## config.mk

```make
export PLATFORM = sky130hd
export DESIGN_NAME = ball_motion
export DESIGN_NICKNAME = d
export VERILOG_FILES = /design/src/rtl/billiard_pkg.sv /design/src/rtl/ball_motion_axis_integrator.sv /design/src/rtl/ball_motion.sv
export SDC_FILE = /design/constraint.sdc
export NUM_CORES = 1
export LEC_CHECK = 0
export CORE_ASPECT_RATIO = 0.8
export CORE_MARGIN = 4
export CORE_UTILIZATION = 35
export DETAILED_ROUTE_END_ITERATION = 16
export DONT_BUFFER_PORTS = 1
export MAX_ROUTING_LAYER = met4
export PLACE_DENSITY = 0.46
export SLEW_MARGIN = 40
export SYNTH_ARGS = -nofsm -noshare
export SYNTH_HDL_FRONTEND = slang
export SYNTH_SLANG_ARGS = --single-unit
export TNS_END_PERCENT = 1
```

## constraint.sdc

```tcl
create_clock -name clk -period 9.08 [get_ports clk]
set_input_delay 1.362 -clock clk [delete_from_list [all_inputs] [get_ports clk]]
set_output_delay 1.362 -clock clk [all_outputs]
set_load 0.01 [all_outputs]
```

## src/rtl/billiard_pkg.sv

```systemverilog
// Shared types and constants for the billiard table datapath.
package billiard_pkg;

    localparam int BALL_DIAMETER = 32;
    localparam int VEL_FRAC_BITS = 6;

    typedef logic signed [10:0] vel_t;
    typedef logic [16:0]        pos_fx_t;

    typedef enum logic [1:0] {
        IDLE,
        MOVING,
        UPD_POS,
        UPD_VEL
    } motion_state_t;

    // One friction step: move a velocity component 1 toward zero.
    function automatic vel_t friction_step(input vel_t v);
        if (v > vel_t'(0))
            return v - vel_t'(1);
        else if (v < vel_t'(0))
            return v + vel_t'(1);
        return v;
    endfunction

endpackage

```

## src/rtl/ball_motion_axis_integrator.sv

```systemverilog
// One axis of ball kinematics: fixed-point position with edge clamp, velocity with friction.
module axis_integrator
    import billiard_pkg::*;
#(
    parameter int MIN  = 24,
    parameter int MAX  = 616,
    parameter int INIT = 100
) (
    input  logic        clk,
    input  logic        resetN,
    input  logic        doPos,
    input  logic        doFric,
    input  logic        loadVel,
    input  vel_t        loadVal,
    output logic [10:0] posInt,
    output vel_t        vel
);

    localparam logic [10:0] MIN_I   = 11'(MIN);
    localparam logic [10:0] HI_I    = 11'(MAX - BALL_DIAMETER);
    localparam pos_fx_t     INIT_FX = {11'(INIT), {VEL_FRAC_BITS{1'b0}}};

    pos_fx_t     pos_q, pos_d;
    vel_t        vel_q, vel_d;
    logic [17:0] sum;
    logic [10:0] sum_int;

    // sum[17] set means the step went below zero, which counts as below MIN.
    always_comb begin
        sum     = {1'b0, pos_q} + {{7{vel_q[10]}}, vel_q};
        sum_int = sum[16:VEL_FRAC_BITS];
        pos_d   = pos_q;
        if (doPos) begin
            if (sum[17] || sum_int < MIN_I)
                pos_d = {MIN_I, {VEL_FRAC_BITS{1'b0}}};
            else if (sum_int > HI_I)
                pos_d = {HI_I, {VEL_FRAC_BITS{1'b0}}};
            else
                pos_d = sum[16:0];
        end

        vel_d = vel_q;
        if (doFric)
            vel_d = friction_step(vel_q);
        if (loadVel)
            vel_d = loadVal;
    end

    always_ff @(posedge clk or negedge resetN) begin
        if (!resetN) begin
            pos_q <= INIT_FX;
            vel_q <= '0;
        end else begin
            pos_q <= pos_d;
            vel_q <= vel_d;
        end
    end

    assign posInt = pos_q[16:VEL_FRAC_BITS];
    assign vel    = vel_q;

endmodule

```

## src/rtl/ball_motion.sv

```systemverilog
// Per-ball motion controller: launch/collision velocity loads and the per-frame update sequence.
module ball_motion
    import billiard_pkg::*;
#(
    parameter int          INIT_X          = 100,
    parameter int          INIT_Y          = 200,
    parameter int          X_MIN           = 24,
    parameter int          X_MAX           = 616,
    parameter int          Y_MIN           = 24,
    parameter int          Y_MAX           = 456,
    parameter int unsigned FRICTION_PERIOD = 4
) (
    input  logic        clk,
    input  logic        resetN,
    input  logic        startOfFrame,
    input  logic        launch,
    input  vel_t        launchVelX,
    input  vel_t        launchVelY,
    input  logic        collisionOccurred,
    input  vel_t        collVelX,
    input  vel_t        collVelY,
    output logic [10:0] topLeftX,
    output logic [10:0] topLeftY,
    output vel_t        velX,
    output vel_t        velY,
    output logic        moving
);

    localparam logic [15:0] FRIC_LAST = 16'(FRICTION_PERIOD - 1);

    motion_state_t state_q, state_d;
    logic [15:0]   fric_cnt_q, fric_cnt_d;
    logic          pend_q, pend_d;
    vel_t          pend_vx_q, pend_vx_d, pend_vy_q, pend_vy_d;
    logic          moving_q, moving_d;

    logic do_pos, do_fric, load_vel;
    vel_t load_vx, load_vy, next_vx, next_vy;
    vel_t vel_x, vel_y;

    always_comb begin
        state_d    = state_q;
        fric_cnt_d = fric_cnt_q;
        pend_d     = pend_q;
        pend_vx_d  = pend_vx_q;
        pend_vy_d  = pend_vy_q;
        do_pos     = 1'b0;
        do_fric    = 1'b0;
        load_vel   = 1'b0;
        load_vx    = collVelX;
        load_vy    = collVelY;
        next_vx    = '0;
        next_vy    = '0;

        case (state_q)
            IDLE: begin
                if (launch) begin
                    load_vel   = 1'b1;
                    load_vx    = launchVelX;
                    load_vy    = launchVelY;
                    fric_cnt_d = '0;
                    if (launchVelX != '0 || launchVelY != '0)
                        state_d = MOVING;
                end
            end
            MOVING: begin
                load_vel = collisionOccurred;
                if (startOfFrame)
                    state_d = UPD_POS;
            end
            UPD_POS: begin
                do_pos  = 1'b1;
                state_d = UPD_VEL;
                if (collisionOccurred) begin
                    pend_d    = 1'b1;
                    pend_vx_d = collVelX;
                    pend_vy_d = collVelY;
                end
            end
            UPD_VEL: begin
                do_fric    = (fric_cnt_q == FRIC_LAST);
                fric_cnt_d = do_fric ? '0 : fric_cnt_q + 16'd1;
                // A collision landing in this very cycle is newer than the pending one.
                if (collisionOccurred) begin
                    load_vel = 1'b1;
                end else if (pend_q) begin
                    load_vel = 1'b1;
                    load_vx  = pend_vx_q;
                    load_vy  = pend_vy_q;
                end
                pend_d  = 1'b0;
                next_vx = load_vel ? load_vx : (do_fric ? friction_step(vel_x) : vel_x);
                next_vy = load_vel ? load_vy : (do_fric ? friction_step(vel_y) : vel_y);
                state_d = (next_vx == '0 && next_vy == '0) ? IDLE : MOVING;
            end
            default: state_d = IDLE;
        endcase

        moving_d = (state_d != IDLE);
    end

    always_ff @(posedge clk or negedge resetN) begin
        if (!resetN) begin
            state_q    <= IDLE;
            fric_cnt_q <= '0;
            pend_q     <= 1'b0;
            pend_vx_q  <= '0;
            pend_vy_q  <= '0;
            moving_q   <= 1'b0;
        end else begin
            state_q    <= state_d;
            fric_cnt_q <= fric_cnt_d;
            pend_q     <= pend_d;
            pend_vx_q  <= pend_vx_d;
            pend_vy_q  <= pend_vy_d;
            moving_q   <= moving_d;
        end
    end

    axis_integrator #(.MIN(X_MIN), .MAX(X_MAX), .INIT(INIT_X)) u_axis_x (
        .clk     (clk),
        .resetN  (resetN),
        .doPos   (do_pos),
        .doFric  (do_fric),
        .loadVel (load_vel),
        .loadVal (load_vx),
        .posInt  (topLeftX),
        .vel     (vel_x)
    );

    axis_integrator #(.MIN(Y_MIN), .MAX(Y_MAX), .INIT(INIT_Y)) u_axis_y (
        .clk     (clk),
        .resetN  (resetN),
        .doPos   (do_pos),
        .doFric  (do_fric),
        .loadVel (load_vel),
        .loadVal (load_vy),
        .posInt  (topLeftY),
        .vel     (vel_y)
    );

    assign velX   = vel_x;
    assign velY   = vel_y;
    assign moving = moving_q;

endmodule

```

==> impl_metrics.json, run 1 <==
{
  "status": "finished, final reports clean",
  "synthArstFlopShare_pct": 100.0,
  "fin_util_pct": 37.30,
  "cts_hold_buf": 0,
  "drt_iter0_drc": 413,
  "startpoint_type": "register",
  "relSlewSlack_pct": 42.73,
  "grt_pass1_vias": 6711,
  "worst_slew_pin_slew_ps": 847.9,
  "syn_to_final_growth_pct": 5.234,
  "syn_avg_cell_area_um2": 8.545,
  "rows": 50,
  "clk_pin_slew_ps": 80,
  "critPathRequiredTime_ps": 9290,
  "drv_cap": 0,
  "cts_resized": 0,
  "drc": 0,
  "ant_nets": 0,
  "finalHoldViolCount": 0,
  "power_density_nw_per_um2": 421.3,
  "ir_worst_vdd_mv": 0.1313,
  "initial_core_util_pct": 35.45,
  "synth-edff-count": 0,
  "io_pins": 94,
  "grt_pass1_wl_mm": 38.75,
  "firstDrtPassIters": 5,
  "fin_worst_skew_ps": 18.39,
  "via_per_inst": 5.667,
  "reg2reg_to": "u_axis_y.pos_q[2]$_DFFE_PN0P_",
  "synth-main-ff-cell": "dfrtp_1",
  "yosys.area_share.adder_pct": 9.439,
  "worstReg2RegStart": "u_axis_y.vel[0]$_DFFE_PN0P_",
  "dpl.hpwl_mm": 17.94,
  "clockBufferDepth": 2,
  "setup_tns_ps": 0,
  "worst-r2r-cell-count": 10,
  "min_period_ps": 4095,
  "tritoncts": "done",
  "yosysSeqAreaShare_pct": 29.74,
  "multi_input_area_um2": 5350,
  "grt_max_degree": 99,
  "overflow": 0,
  "cts_setup_buffers": 0,
  "numCtsBuffers": 9,
  "ys_seq_elements": 98,
  "die_y_um": 145.5,
  "num-fill-cells": 2394,
  "root_buffer": "clkbuf_16",
  "end_kind": "register",
  "synth_top_family_by_area": "compound AO/OA/AOI/OAI gates",
  "slew_viol_final": 0,
  "critPathKind": "reg2reg",
  "drive_gt1_share_pct": 11.05,
  "h-tree-depth": 3,
  "nets": 1036,
  "grt.total_usage_pct": 18.62,
  "clock_sinks": 98,
  "fin_hold_ws_ps": 520.4,
  "fp.coreArea_um2": 23330,
  "setup_viol": 0,
  "io_buffer_count": 0,
  "hp-class": "reg2reg",
  "gp_congestion": 0.8711,
  "synth_xor_area_share_pct": 4.871,
  "endpoint": "u_axis_y.pos_q[2]$_DFFE_PN0P_",
  "crit_start": "u_axis_y.vel[0]$_DFFE_PN0P_",
  "final-seq-area_um2": 2461,
  "clock_latency_ps": 370,
  "synth-simple-area-share_pct": 17.08,
  "wire_per_inst_um": 19.19,
  "synth_compound_area_share_pct": 25.20,
  "synth_nets": 1077,
  "syn_area_um2": 8272,
  "fmax_mhz": 244.2,
  "yosys_warnings": 0,
  "r2r_slack_ps": 4990,
  "timing.final.crit_share_pct": 45.10,
  "routed_wl_mm": 23.87,
  "n_antenna_cell": 0,
  "grt_antenna_before_repair": 0,
  "p_leak_uw": 0.003670,
  "worstPathArrival_ps": 4310,
  "synth_cell_types": 69,
  "vias": 7050,
  "dieArea_um2": 26170,
  "netlist_instances": 968,
  "die_w_um": 179.9,
  "worstPathMaxFanout": 9,
  "synth_mux_area_share_pct": 7.820,
  "rsz0062_at_grt": "no"
}
## per-stage QoR
step                      instances  setup WS (ps)  area, um2  total power, uW
after floorplan                 968           5390       8272             2731
after detailed placement       1228           4836       8408             3253
after global placement         1228           4691       8403             3287
after CTS                      1244           4797       8693             3670
final                          1244           4985       8705             3667
after global routing           1244           4579       8705             4033
## how the worst min path moves through the flow
stage,slack (ps),cells past startpoint,endpoint,from
global route,530,2,u_axis_y.pos_q[12]$_DFFE_PN1P_,u_axis_y.pos_q[12]$_DFFE_PN1P_
global placement,500,2,fric_cnt_q[1]$_DFFE_PN0P_,fric_cnt_q[1]$_DFFE_PN0P_
CTS,520,2,u_axis_y.pos_q[12]$_DFFE_PN1P_,u_axis_y.pos_q[12]$_DFFE_PN1P_
finish,520,1,fric_cnt_q[12]$_DFFE_PN0P_,fric_cnt_q[12]$_DFFE_PN0P_
detailed placement,510,1,fric_cnt_q[12]$_DFFE_PN0P_,fric_cnt_q[12]$_DFFE_PN0P_
floorplan,470,2,u_axis_y.pos_q[13]$_DFFE_PN1P_,u_axis_y.pos_q[13]$_DFFE_PN1P_
## synth_stat cells, types with 12 or more instances
cell type,instances,area share [%]
dfrtp_1,92,28
nand2_1,87,3.9
o21ai_0,73,4.4
nor2_1,65,2.9
a21oi_1,61,3.7
ha_1,56,8.5
inv_1,48,2.2
mux2_2,45,6.1
clkbuf_1,29,1.3
a22oi_1,24,2.2
nand3_1,24,1.5
xnor2_1,23,2.4
xor2_1,23,2.4
buf_4,22,2.0
o22ai_1,21,1.6
a211oi_1,19,1.7
nor3_1,17,1.0
nor4_1,16,1.2
a21o_1,14,1.3
mux2i_1,14,1.7
a31oi_1,12,0.91
and3_1,12,0.91
o211ai_1,12,1.1
## metal layers
layer / share of wire [%] / global-route usage [%]
met5: 0 / -
met1: 51 / 27.07
met4: 0.56 / 2.780
met3: 6.5 / 5.072
met2: 42 / 26.43
## cells by family (layout without fill, tap and decap cells)
kind of cell / count (synthesis) / after routing
AO/OA/AOI/OAI: 311 / 311
XOR/XNOR: 46 / 46
adder cells (fa/ha/maj): 60 / 60
buffers and inverters: 105 / 69
flip-flops: 98 / 98
multiplexers: 59 / 59
AND/OR/NAND/NOR: 289 / 289
## layout make-up
cell class                 instances  area share [%]
tap                              312           4.485
inverter                          48           2.070
clock buffer                       9           2.587
timing repair buffer               5          0.4312
multi-input combinational        765           61.46
clock inverter                     7          0.6900
sequential                        98           28.27
## state kept, by name, summed over array words and instances (netlist names)
signal / count
u_axis_y.vel: 11
u_axis_x.pos_q: 17
pend_vy_q: 11
pend_vx_q: 11
moving: 1
u_axis_x.vel: 11
state_q: 2
u_axis_y.pos_q: 17
pend_q: 1
fric_cnt_q: 16
## cells in the final DEF, fill, tap and decap left out, types with 5 or more instances in the layout
master,synthesis,layout
xor2_1,23,23
and3_1,12,12
inv_6,0,5
nor2b_1,11,10
dfstp_2,6,6
o31ai_1,6,6
o211ai_1,12,12
o21a_1,9,9
or3_1,9,9
xnor2_1,23,23
o22ai_2,7,7
dfrtp_1,92,91
a31oi_1,12,12
nand3_1,24,24
a21o_1,14,14
nand2b_1,7,7
and2_1,8,7
o21ai_0,73,73
nor2_1,65,64
nand2_1,87,86
ha_1,56,55
or2_2,8,8
a22oi_1,24,24
o22ai_1,21,21
a211oi_1,19,19
buf_4,22,5
nand4_1,7,7
nor3_1,17,17
mux2i_1,14,14
inv_1,48,48
o21bai_1,5,5
mux2_2,45,45
clkbuf_16,0,9
nor4_1,16,16
a21oi_1,61,61
## worst max-delay path, stage by stage (launching register included)
cell      delay (ps)
dfrtp_1          520
ha_1             310
fa_1             410
a21o_1           230
a221o_1          350
a2111o_1         450
and3_4           190
o31ai_1          550
nand4_1          200
or4b_1           570
o22ai_2          160
## power by group
part | internal, uW | switching [uW] | total [uW]
Sequential | 611 | 265 | 876
Clock | 192 | 199 | 391
Combinational | 979 | 1420 | 2400
Total | 1780 | 1880 | 3670
No activity file was read; power rests on OpenSTA's default activity.
==> inputs of run 2 (changes only) <==
Clock period 9.08 ns to 4.2 ns, I/O delays scaled along.
==> run 2 against run 1 <==
Compared with the run above:
- die area unchanged
- flip-flop and latch count unchanged
- worst hold slack worse by 410 ps
- cell area up 2.3%
- critical path depth up 1
- utilization up 0.87 points
- first-iteration DRC count up 25%
- sequential power up 100%
- combinational power up 130%
==> impl_metrics.json, run 2 (same netlist as run 1, synthesis figures left out) <==
{
  "p_leak_uw": 0.003797,
  "io_buffer_count": 0,
  "firstDrtPassIters": 5,
  "swShare_pct": 50.12,
  "fp.coreArea_um2": 23330,
  "status": "finished, final reports clean",
  "h-tree-depth": 3,
  "nets": 1058,
  "numCtsBuffers": 9,
  "num-fill-cells": 2414,
  "grt.total_usage_pct": 19.11,
  "grt_antenna_before_repair": 0,
  "worst_slack_ps": 413.2,
  "rsz0062_at_grt": "no",
  "root_buffer": "clkbuf_16",
  "drt_iter0_drc": 518,
  "drc": 0,
  "end_kind": "register",
  "overflow": 0,
  "post_dp_cell_area_um2": 8563,
  "critPathKind": "reg2reg",
  "cts_setup_buffers": 0,
  "setup_viol": 0,
  "ir_worst_vdd_mv": 0.2508,
  "vias": 7122,
  "grt_max_degree": 93,
  "die_w_um": 179.9,
  "relSlewSlack_pct": 43.91,
  "gp_congestion": 0.8394,
  "worst_slew_pin_slew_ps": 841.4,
  "clock_power_share_pct": 11.0,
  "worstPathArrival_ps": 4010,
  "top_regs": "u_axis_x.pos_q x17, u_axis_y.pos_q x17, fric_cnt_q x16",
  "dpl.hpwl_mm": 18.28,
  "rows": 50,
  "wire_per_inst_um": 19.18,
  "via_per_inst": 5.630,
  "power_frac_seq_pct": 21.7,
  "fmax_mhz": 264.1,
  "finalHoldViolCount": 0,
  "cts_hold_buf": 1,
  "initial_core_util_pct": 35.45,
  "cts_resized": 0,
  "worstPathMaxFanout": 10,
  "die_y_um": 145.5,
  "syn_to_final_growth_pct": 7.684,
  "clockBufferDepth": 2,
  "timing.final.crit_share_pct": 90.16,
  "clock_latency_ps": 360,
  "routed_wl_mm": 24.26,
  "pwr-share-comb_pct": 67.3,
  "final_cell_mix": "92 x dfrtp_1, 86 x nand2_1, 73 x o21ai_0",
  "mostFrequentLayoutCell": "dfrtp_1",
  "grt_pass1_wl_mm": 39.90,
  "setup_tns_ps": 0,
  "min_period_ps": 3787,
  "critPathRequiredTime_ps": 4420,
  "dieArea_um2": 26170,
  "tritoncts": "done",
  "n_antenna_cell": 0,
  "grt_pass1_vias": 7060,
  "slew_viol_final": 0,
  "clock_sinks": 98,
  "clk_pin_slew_ps": 70,
  "ant_nets": 0,
  "fin_util_pct": 38.17,
  "netSwitchingPower_uw": 4132,
  "place_ws_ps": 446.6,
  "design_area_um2": 8907,
  "intPower_uw": 4113,
  "io_pins": 94,
  "hp-class": "in2async",
  "startpoint_type": "register",
  "fin_hold_ws_ps": 111.7,
  "fin_worst_skew_ps": 9.401,
  "drv_cap": 0,
  "drive_gt1_share_pct": 12.80,
  "power_density_nw_per_um2": 925.7
}
run 2: critical path, stage by stage (launching register included):
cell and delay, ps:
dfrtp_1 690, nor3_1 210, and3_1 220, nor2_1 610, ha_1 430, or4_1 540
o211ai_1 160, xnor2_1 130, nor3_1 260, o22ai_1 110, a2bb2oi_1 200, nand3_1 90
run 2: routing by layer:
layer	wire length (um)	track usage (%)	up-vias
met5	0	-	-
met4	168	3.008	0
met3	1573	4.848	10
met2	9942	26.66	171
met1	12580	28.34	3387
li1	-	-	3554
run 2: layout make-up:
class	count	area (um2)	area share, %
Clock buffer	9	225.2	2.528
Tap cell	312	390.4	4.383
Timing Repair Buffer	27	222.7	2.500
Multi-Input combinational cell	765	5346	60.02
Inverter	48	180.2	2.023
Sequential cell	98	2460	27.62
Clock inverter	6	82.58	0.9271
run 2: stage by stage:
| step | total power (uW) | std cells |
|---|---|---|
| CTS | 8249 | 1265 |
| finish | 8246 | 1265 |
| global placement | 7323 | 1249 |
| detailed placement | 7267 | 1249 |
| global route | 9053 | 1265 |
| floorplan | 5905 | 968 |
run 2: worst paths after layout:
check	from	end	slack, ps	depth (start not counted)
max	u_axis_y.vel[10]$_DFFE_PN0P_	moving$_DFF_PN0_	410	11
min	resetN	u_axis_y.pos_q[9]$_DFFE_PN1P_	110	0
max reg2reg	u_axis_y.vel[10]$_DFFE_PN0P_	moving$_DFF_PN0_	410	11
min reg2reg	u_axis_y.pos_q[12]$_DFFE_PN1P_	u_axis_y.pos_q[12]$_DFFE_PN1P_	520	2
max in group asynchronous	resetN	u_axis_y.vel[5]$_DFFE_PN0P_	3630	1
min in group clk	collVelY[7]	pend_vy_q[7]$_DFFE_PN0P_	420	1
run 2: power by group through the flow:
stage                     clock [uW]  combinational [uW]  sequential (uW)
after CTS                        941                5510             1800
after detailed placement           0                5450             1810
after floorplan                    0                4240             1660
after global routing             976                6220             1860
final                            903                5550             1790
after global placement             0                5510             1810
